$ cat src/rtl/huffman_decoder.sv
// Serial MSB-first Huffman decoder for a six-symbol table of right-aligned codes
// with thermometer length masks; emits one symbol index per completed codeword.
module huffman_decoder (
    input  logic       clk,
    input  logic       reset,
    input  logic       code_valid,
    input  logic [7:0] HC1,
    input  logic [7:0] HC2,
    input  logic [7:0] HC3,
    input  logic [7:0] HC4,
    input  logic [7:0] HC5,
    input  logic [7:0] HC6,
    input  logic [7:0] M1,
    input  logic [7:0] M2,
    input  logic [7:0] M3,
    input  logic [7:0] M4,
    input  logic [7:0] M5,
    input  logic [7:0] M6,
    input  logic       bit_valid,
    input  logic       bit_in,
    output logic       sym_valid,
    output logic [7:0] sym_data,
    output logic       err,
    output logic [7:0] sym_cnt,
    output logic       busy
);

    typedef enum logic [1:0] {ST_EMPTY, ST_RUN, ST_ERR} state_t;

    state_t     state_reg, state_next;

    logic [7:0] hc_in [6];
    logic [7:0] m_in  [6];
    logic [7:0] hc_reg [6];
    logic [7:0] m_reg  [6];
    logic [3:0] maxlen_reg;
    logic [7:0] m_or;
    logic [3:0] maxlen_in;

    logic [7:0] sh_reg, sh_next;
    logic [3:0] len_reg, len_next;
    logic       sym_valid_reg, sym_valid_next;
    logic [7:0] sym_data_reg, sym_data_next;
    logic       err_reg, err_next;
    logic [7:0] cnt_reg, cnt_next;
    logic       busy_reg;

    logic       bit_take;
    logic [7:0] nsh;
    logic [3:0] nlen;
    logic [7:0] therm;
    logic [5:0] match;
    logic       any_match;
    logic [2:0] hit_idx;
    logic       out_of_bits;

    assign hc_in[0] = HC1;
    assign hc_in[1] = HC2;
    assign hc_in[2] = HC3;
    assign hc_in[3] = HC4;
    assign hc_in[4] = HC5;
    assign hc_in[5] = HC6;
    assign m_in[0]  = M1;
    assign m_in[1]  = M2;
    assign m_in[2]  = M3;
    assign m_in[3]  = M4;
    assign m_in[4]  = M5;
    assign m_in[5]  = M6;

    // The longest code length is the width of the union of all masks.
    always_comb begin
        m_or = 8'h00;
        for (int i = 0; i < 6; i++) begin
            m_or = m_or | m_in[i];
        end
        maxlen_in = 4'($countones(m_or));
    end

    // A bit is consumed only while decoding; a simultaneous load drops it.
    assign bit_take    = (state_reg == ST_RUN) && bit_valid && !code_valid;
    assign nsh         = {sh_reg[6:0], bit_in};
    assign nlen        = len_reg + 4'd1;
    assign therm       = ~(8'hFF << nlen);
    assign out_of_bits = (nlen >= maxlen_reg);

    generate
        for (genvar gi = 0; gi < 6; gi++) begin : g_match
            assign match[gi] = (m_reg[gi] == therm) && ((nsh & m_reg[gi]) == hc_reg[gi]);
        end
    endgenerate

    // Lowest index wins when a malformed table yields several matches.
    always_comb begin
        any_match = |match;
        hit_idx   = 3'd0;
        for (int i = 5; i >= 0; i--) begin
            if (match[i]) begin
                hit_idx = 3'(i);
            end
        end
    end

    always_ff @(posedge clk or negedge reset) begin
        if (!reset) begin
            state_reg <= ST_EMPTY;
        end else begin
            state_reg <= state_next;
        end
    end

    always_comb begin
        state_next = state_reg;
        if (code_valid) begin
            state_next = ST_RUN;
        end else if (bit_take && !any_match && out_of_bits) begin
            state_next = ST_ERR;
        end
    end

    always_comb begin
        sh_next        = sh_reg;
        len_next       = len_reg;
        sym_valid_next = 1'b0;
        sym_data_next  = sym_data_reg;
        err_next       = 1'b0;
        cnt_next       = cnt_reg;
        if (code_valid) begin
            sh_next  = 8'h00;
            len_next = 4'd0;
            cnt_next = 8'h00;
        end else if (bit_take) begin
            if (any_match) begin
                sym_valid_next = 1'b1;
                sym_data_next  = 8'(hit_idx) + 8'd1;
                cnt_next       = cnt_reg + 8'd1;
                sh_next        = 8'h00;
                len_next       = 4'd0;
            end else if (out_of_bits) begin
                err_next = 1'b1;
                sh_next  = 8'h00;
                len_next = 4'd0;
            end else begin
                sh_next  = nsh;
                len_next = nlen;
            end
        end
    end

    always_ff @(posedge clk or negedge reset) begin
        if (!reset) begin
            sh_reg        <= 8'h00;
            len_reg       <= 4'd0;
            sym_valid_reg <= 1'b0;
            sym_data_reg  <= 8'h00;
            err_reg       <= 1'b0;
            cnt_reg       <= 8'h00;
            busy_reg      <= 1'b0;
        end else begin
            sh_reg        <= sh_next;
            len_reg       <= len_next;
            sym_valid_reg <= sym_valid_next;
            sym_data_reg  <= sym_data_next;
            err_reg       <= err_next;
            cnt_reg       <= cnt_next;
            busy_reg      <= (len_next != 4'd0);
        end
    end

    always_ff @(posedge clk or negedge reset) begin
        if (!reset) begin
            maxlen_reg <= 4'd0;
            for (int i = 0; i < 6; i++) begin
                hc_reg[i] <= 8'h00;
                m_reg[i]  <= 8'h00;
            end
        end else if (code_valid) begin
            maxlen_reg <= maxlen_in;
            for (int i = 0; i < 6; i++) begin
                hc_reg[i] <= hc_in[i];
                m_reg[i]  <= m_in[i];
            end
        end
    end

    assign sym_valid = sym_valid_reg;
    assign sym_data  = sym_data_reg;
    assign err       = err_reg;
    assign sym_cnt   = cnt_reg;
    assign busy      = busy_reg;

endmodule

$ cat config.mk
export PLATFORM = sky130hd
export DESIGN_NAME = huffman_decoder
export DESIGN_NICKNAME = d
export VERILOG_FILES = /design/src/rtl/huffman_decoder.sv
export SDC_FILE = /design/constraint.sdc
export NUM_CORES = 1
export LEC_CHECK = 0
export ABC_CLOCK_PERIOD_IN_PS = 3800
export CORE_UTILIZATION = 50
export CTS_BUF_LIST = sky130_fd_sc_hd__clkbuf_8
export DETAILED_ROUTE_END_ITERATION = 10
export PLACE_DENSITY = 0.8
export SYNTH_ARGS = -nofsm -noshare
export SYNTH_HDL_FRONTEND = slang
export SYNTH_SLANG_ARGS = --single-unit
export TNS_END_PERCENT = 30
$ cat constraint.sdc
create_clock -name clk -period 3.8 [get_ports clk]
set_input_delay 0.76 -clock clk [delete_from_list [all_inputs] [get_ports clk]]
set_output_delay 0.76 -clock clk [all_outputs]
set_load 0.05 [all_outputs]
==> After elaboration in Yosys (flattened, before gate mapping) <==
Cells that the tools add are included.
{ "totals": {"reg_bits": 132, "input_bits": 101, "word_cells": 104} }
{ "classes": {"addsub": 10, "n_reduce_logical": 19, "n_lt_le_gt_ge": 1, "n_mux": 26, "shifts": 1, "bitwise": 13, "n_eq_ne": 13} }
{ "op_table": {"columns": ["op", "count"], "rows": [
  ["$eq A8 B8 Y1", 12],
  ["$and A8 B8 Y8", 6],
  ["$or A8 B8 Y8", 5],
  ["$mux W7", 4],
  ["$mux W8", 3],
  ["$mux W3", 6],
  ["$mux W4", 4],
  ["$logic_and A1 B1 Y1", 10],
  ["$add A1 B1 Y2", 4],
  ["$add A8 B1 Y8 const B", 1],
  ["$not A8 Y8", 1],
  ["$shl A8 B4 Y8 const A", 1],
  ["$mux W1", 7],
  ["$add A2 B2 Y3", 2],
  ["$reduce_bool A2 Y1", 3],
  ["$reduce_or A6 Y1", 1],
  ["$add A3 B1 Y4 const B", 1],
  ["$add A3 B3 Y4", 1],
  ["$add A4 B1 Y4 const B", 1],
  ["$ge A4 B4 Y1", 1],
  ["$mux W2", 2],
  ["$reduce_bool A4 Y1", 1],
  ["$reduce_and A3 Y1", 1],
  ["$eq A2 B1 Y1 const B", 1],
  ["3 further kinds", 4]
]} }

==> Logic depth before layout (Yosys ltp) <==
{ "logic_depth": {"depth_word": 12, "ltp_mapped": 17} }

==> Worst setup path before layout <==
OpenSTA, ideal clock, no wires.
{ "synth_path": {"path_kind": "register to register", "start": "register len_reg[0]", "end": "register cnt_reg[3], in the netlist sym_cnt[3]", "t_arrival_ns": 3.691, "required_ns": 3.672, "stages_incl_launch_ff": 16, "period_less_slack_ns": 3.818, "setup_slack_ns": -0.018, "n_path_buf": 4, "path_cell_list": "dfrtp_1 -> clkbuf_1 -> inv_1 -> ha_1 -> clkbuf_1 -> nor2b_1 -> o21bai_1 -> nand3_1 -> xor2_1 -> or4_1 -> or4_1 -> and3_1 -> buf_6 -> buf_6 -> nor3_1 -> mux2_1"} }
{ "synth_via": {"elab_chain_len": 8} }
{ "synth_rtl": {"columns": ["element", "line", "text"], "rows": [
  ["start, declared", "41", "logic [3:0] len_reg, len_next;"],
  ["start signal, assigned", "160", "len_reg <= len_next;"],
  ["$add A4 B1 Y4 (*)", "82", "assign nlen = len_reg + 4'd1;"],
  ["$shl A8 B4 Y8 (*)", "83", "assign therm = ~(8'hFF << nlen);"],
  ["$not A8 Y8 (*)", "83", null],
  ["$eq A8 B8 Y1", "88", "assign match[gi] = (m_reg[gi] == therm) && ((nsh & m_reg[gi]) == hc_reg[gi]);"],
  ["$logic_and A1 B1 Y1", "88", null],
  ["$reduce_or A6 Y1 (*)", "94", "any_match = |match;"],
  ["$reduce_bool A2 Y1 (no line) (*)", null, null],
  ["$reduce_and A2 Y1 (no line) (*)", null, null],
  ["end signal, assigned", "164", "cnt_reg <= cnt_next;"],
  ["end, declared", "45", "logic [7:0] cnt_reg, cnt_next;"]
]} }
Every way passes the cells marked *; elsewhere a longest branch is shown, timed or not.
A chain may end at the register's enable or synchronous reset.

==> Worst setup path after layout <==
{ "layout_path": {"start": "register len_reg[0]", "end": "register cnt_reg[5], in the netlist sym_cnt[5]"} }
The elaborated chain is that of the path after synthesis.

==> run summary <==
Die Ht: 124 um
Yosys Warn Count: 0
Reg clk slew, reported paths: 80 ps
Via count: 6450
Vias/cell: 6.02
Crit path buf inv count: 2
Layout cells sized above 1: 25.4%
CP Data Required Time: 4190 ps
Final setup vio count: 0
Fraction of registers with async set/reset: 100%
Relative slew slack: 52.9%
Detailed placement HPWL: 16.8 mm
Tot Pwr: 0.00369 W
#FFs+latches synth: 128
Outcome: finished, final reports clean
Worst path most repeated cell: or4_1
Post-Synthesis Cells: 712
Leading area contributor after synthesis: dfrtp_1
Post-synth EDFFs: 0
Hold Buf Count CTS: 0
Remaining antenna violation count: 0
Mean Syn Cell Area: 10.4 um^2
All-Layer GR Usage: 31.1%
Post-Route WL: 22.6 mm
Final Hold Vio Count: 0
Crit Path Max Fanout: 10
Synth cell count leaders: dfrtp_1 (128), mux2_2 (92), nand2_1 (66)
Post-Route Utilization: 67.1%
Inserted Diodes: 0
Final cycle utilization of the critical path: 97.2%
Pleak: 4.06 nW
CTS Buf Count: 17
Port bufs: 115
Unique masters post-synth: 73
CP peak stage delay: 530 ps
Synth Cell Area: 7410 um^2
Top_reg_cell synth: dfrtp_1
PD cells: 380 nW/um^2
R2R setup slack: 110 ps
Crit path launch type: flip-flop
Placeable Area: 14500 um^2
CTS root buf: clkbuf_8
Site Rows: 44
Die width: 124 um
# IOs: 120
Cell with the most instances after synthesis: dfrtp_1
Count of pins over their slew limit: 0
DR iter-0 viols: 519
Worst Setup End Kind: flip-flop
Slowest CP cell: or4_1
Top cells by area, synth: dfrtp_1 (43%), mux2_2 (14%), xnor2_1 (5.1%)
Initial Util: 51.2%
Synth top area share: 43.2%
Critical Path AT: 4080 ps
Htree depth: 4
NumNets Final: 989
Finished Layout Cells: 1071
CTS tree: built
Clock latency on the worst-skew pair: 460 ps
Worst-margin pin slew: 706 ps
Unrepaired setup endpoints after global routing: yes
# DRC: 0
Largest net degree at the start of global routing: 129
Gp weighted congestion: 0.986
Vias in the first global route: 6236
Setup CP Type: reg -> reg
Clock Path Buffers: 2
Final min period: 3690 ps
Remaining global-route overflow: 0
Cells after DPL: 1038
Delay-heaviest family, CP: simple AND/OR/NAND/NOR gates
TritonRoute pass-1 iters: 7
First-pass GRT wire length: 34.5 mm
Fmax: 271 MHz
Max-cap viol count: 0
Total negative slack: 0 ps
Min-Delay Path Class: in -> async
Synthesis-to-layout area growth: 31.0%
Sequential share of the synthesized area: 43.2%
Wire per inst: 21.1 um
Worst hold slack: 409 ps
Fillers: 1114
DIE AREA: 15300 um^2
Setup clock skew after layout: 14.4 ps
Sink Count: 128
Crit path cell chain: inv_1 > ha_2 > nor2b_1 > o21bai_1 > nand3_1 > xor2_1 > or4_1 > or4_1 > and3_2 > buf_4 > or4_1 > nand2_1
Initial antenna violation count: 0
Worst VDD drop: 0.257 mV
-- through the flow --
step,setup WS (ps),instance area [um^2]
2_1_floorplan,12.7,7420
3_3_place_gp,-697,9140
3_5_place_dp,-724,9140
4_1_cts,1.34,9680
5_1_grt,-70.4,9710
6_report,108,9710
-- cell usage in the layout (no fill, tap or decap), types with 8 or more instances in the layout --
cell type          n
dfrtp_1          127
clkdlybuf4s50_1  103
mux2_2            92
buf_4             72
nand2_1           66
xnor2_1           43
nor2_1            37
xor2_1            26
inv_1             22
nor4_1            18
clkbuf_8          17
a21oi_1           16
nand3_1           14
nor3_1            12
o21ai_0           12
nor2b_1           11
nand4_1           11
a32oi_1            9
nand2b_1           8
-- cell type report --
| type | count | area [um^2] | share of cell area (%) |
|---|---|---|---|
| Inverter | 24 | 90.1 | 0.928 |
| Clock inverter | 15 | 233 | 2.40 |
| Clock buffer | 17 | 234 | 2.41 |
| Timing Repair Buffer | 187 | 1730 | 17.8 |
| Sequential cell | 128 | 3200 | 33.0 |
| Multi-Input combinational cell | 516 | 3990 | 41.1 |
| Tap cell | 184 | 230 | 2.37 |
-- worst paths after layout --
| check | cells after the start | startpoint | to |
|---|---|---|---|
| hold / removal | 2 | reset | hc_reg[8] |
| setup reg to reg | 12 | len_reg[0] | sym_cnt[5] |
| max in group asynchronous | 2 | reset | m_reg[39] |
| min in group clk | 1 | sym_data[1] | sym_data[1] |
| setup / recovery | 12 | len_reg[0] | sym_cnt[5] |
| hold reg to reg | 1 | sym_data[1] | sym_data[1] |
-- what timing repair did --
action | in CTS | in global routing
resized for setup | 18 | 14
pin swaps | 8 | 11
endpoints found under the setup margin | 23 | 24
buffers inserted | 1 | 0
-- layer usage --
layer	global-route usage, %	routed length [um]	up-vias
met5	0	0	-
met4	13.3	841	0
met3	7.37	1670	53
met2	48.3	10800	296
met1	41.5	9290	3224
li1	-	-	2877
-- cells by family after synthesis --
kind of cell    Yosys count  synth area share [%]
flops                   128                  43.2
simple gates            223                  15.7
other cells               1                0.0506
fa+ha+maj                16                  3.04
compound gates          102                  10.0
buf+inv                  71                  4.17
xor+xnor                 71                  8.59
mux                     100                  15.2
-- power breakdown --
group          leakage, nW  internal [W]  switching, W
logic                 2.28      0.000356      0.000326
registers             1.55       0.00148      0.000129
clock network        0.231      0.000793      0.000605
No activity file was read; power rests on OpenSTA's default activity.
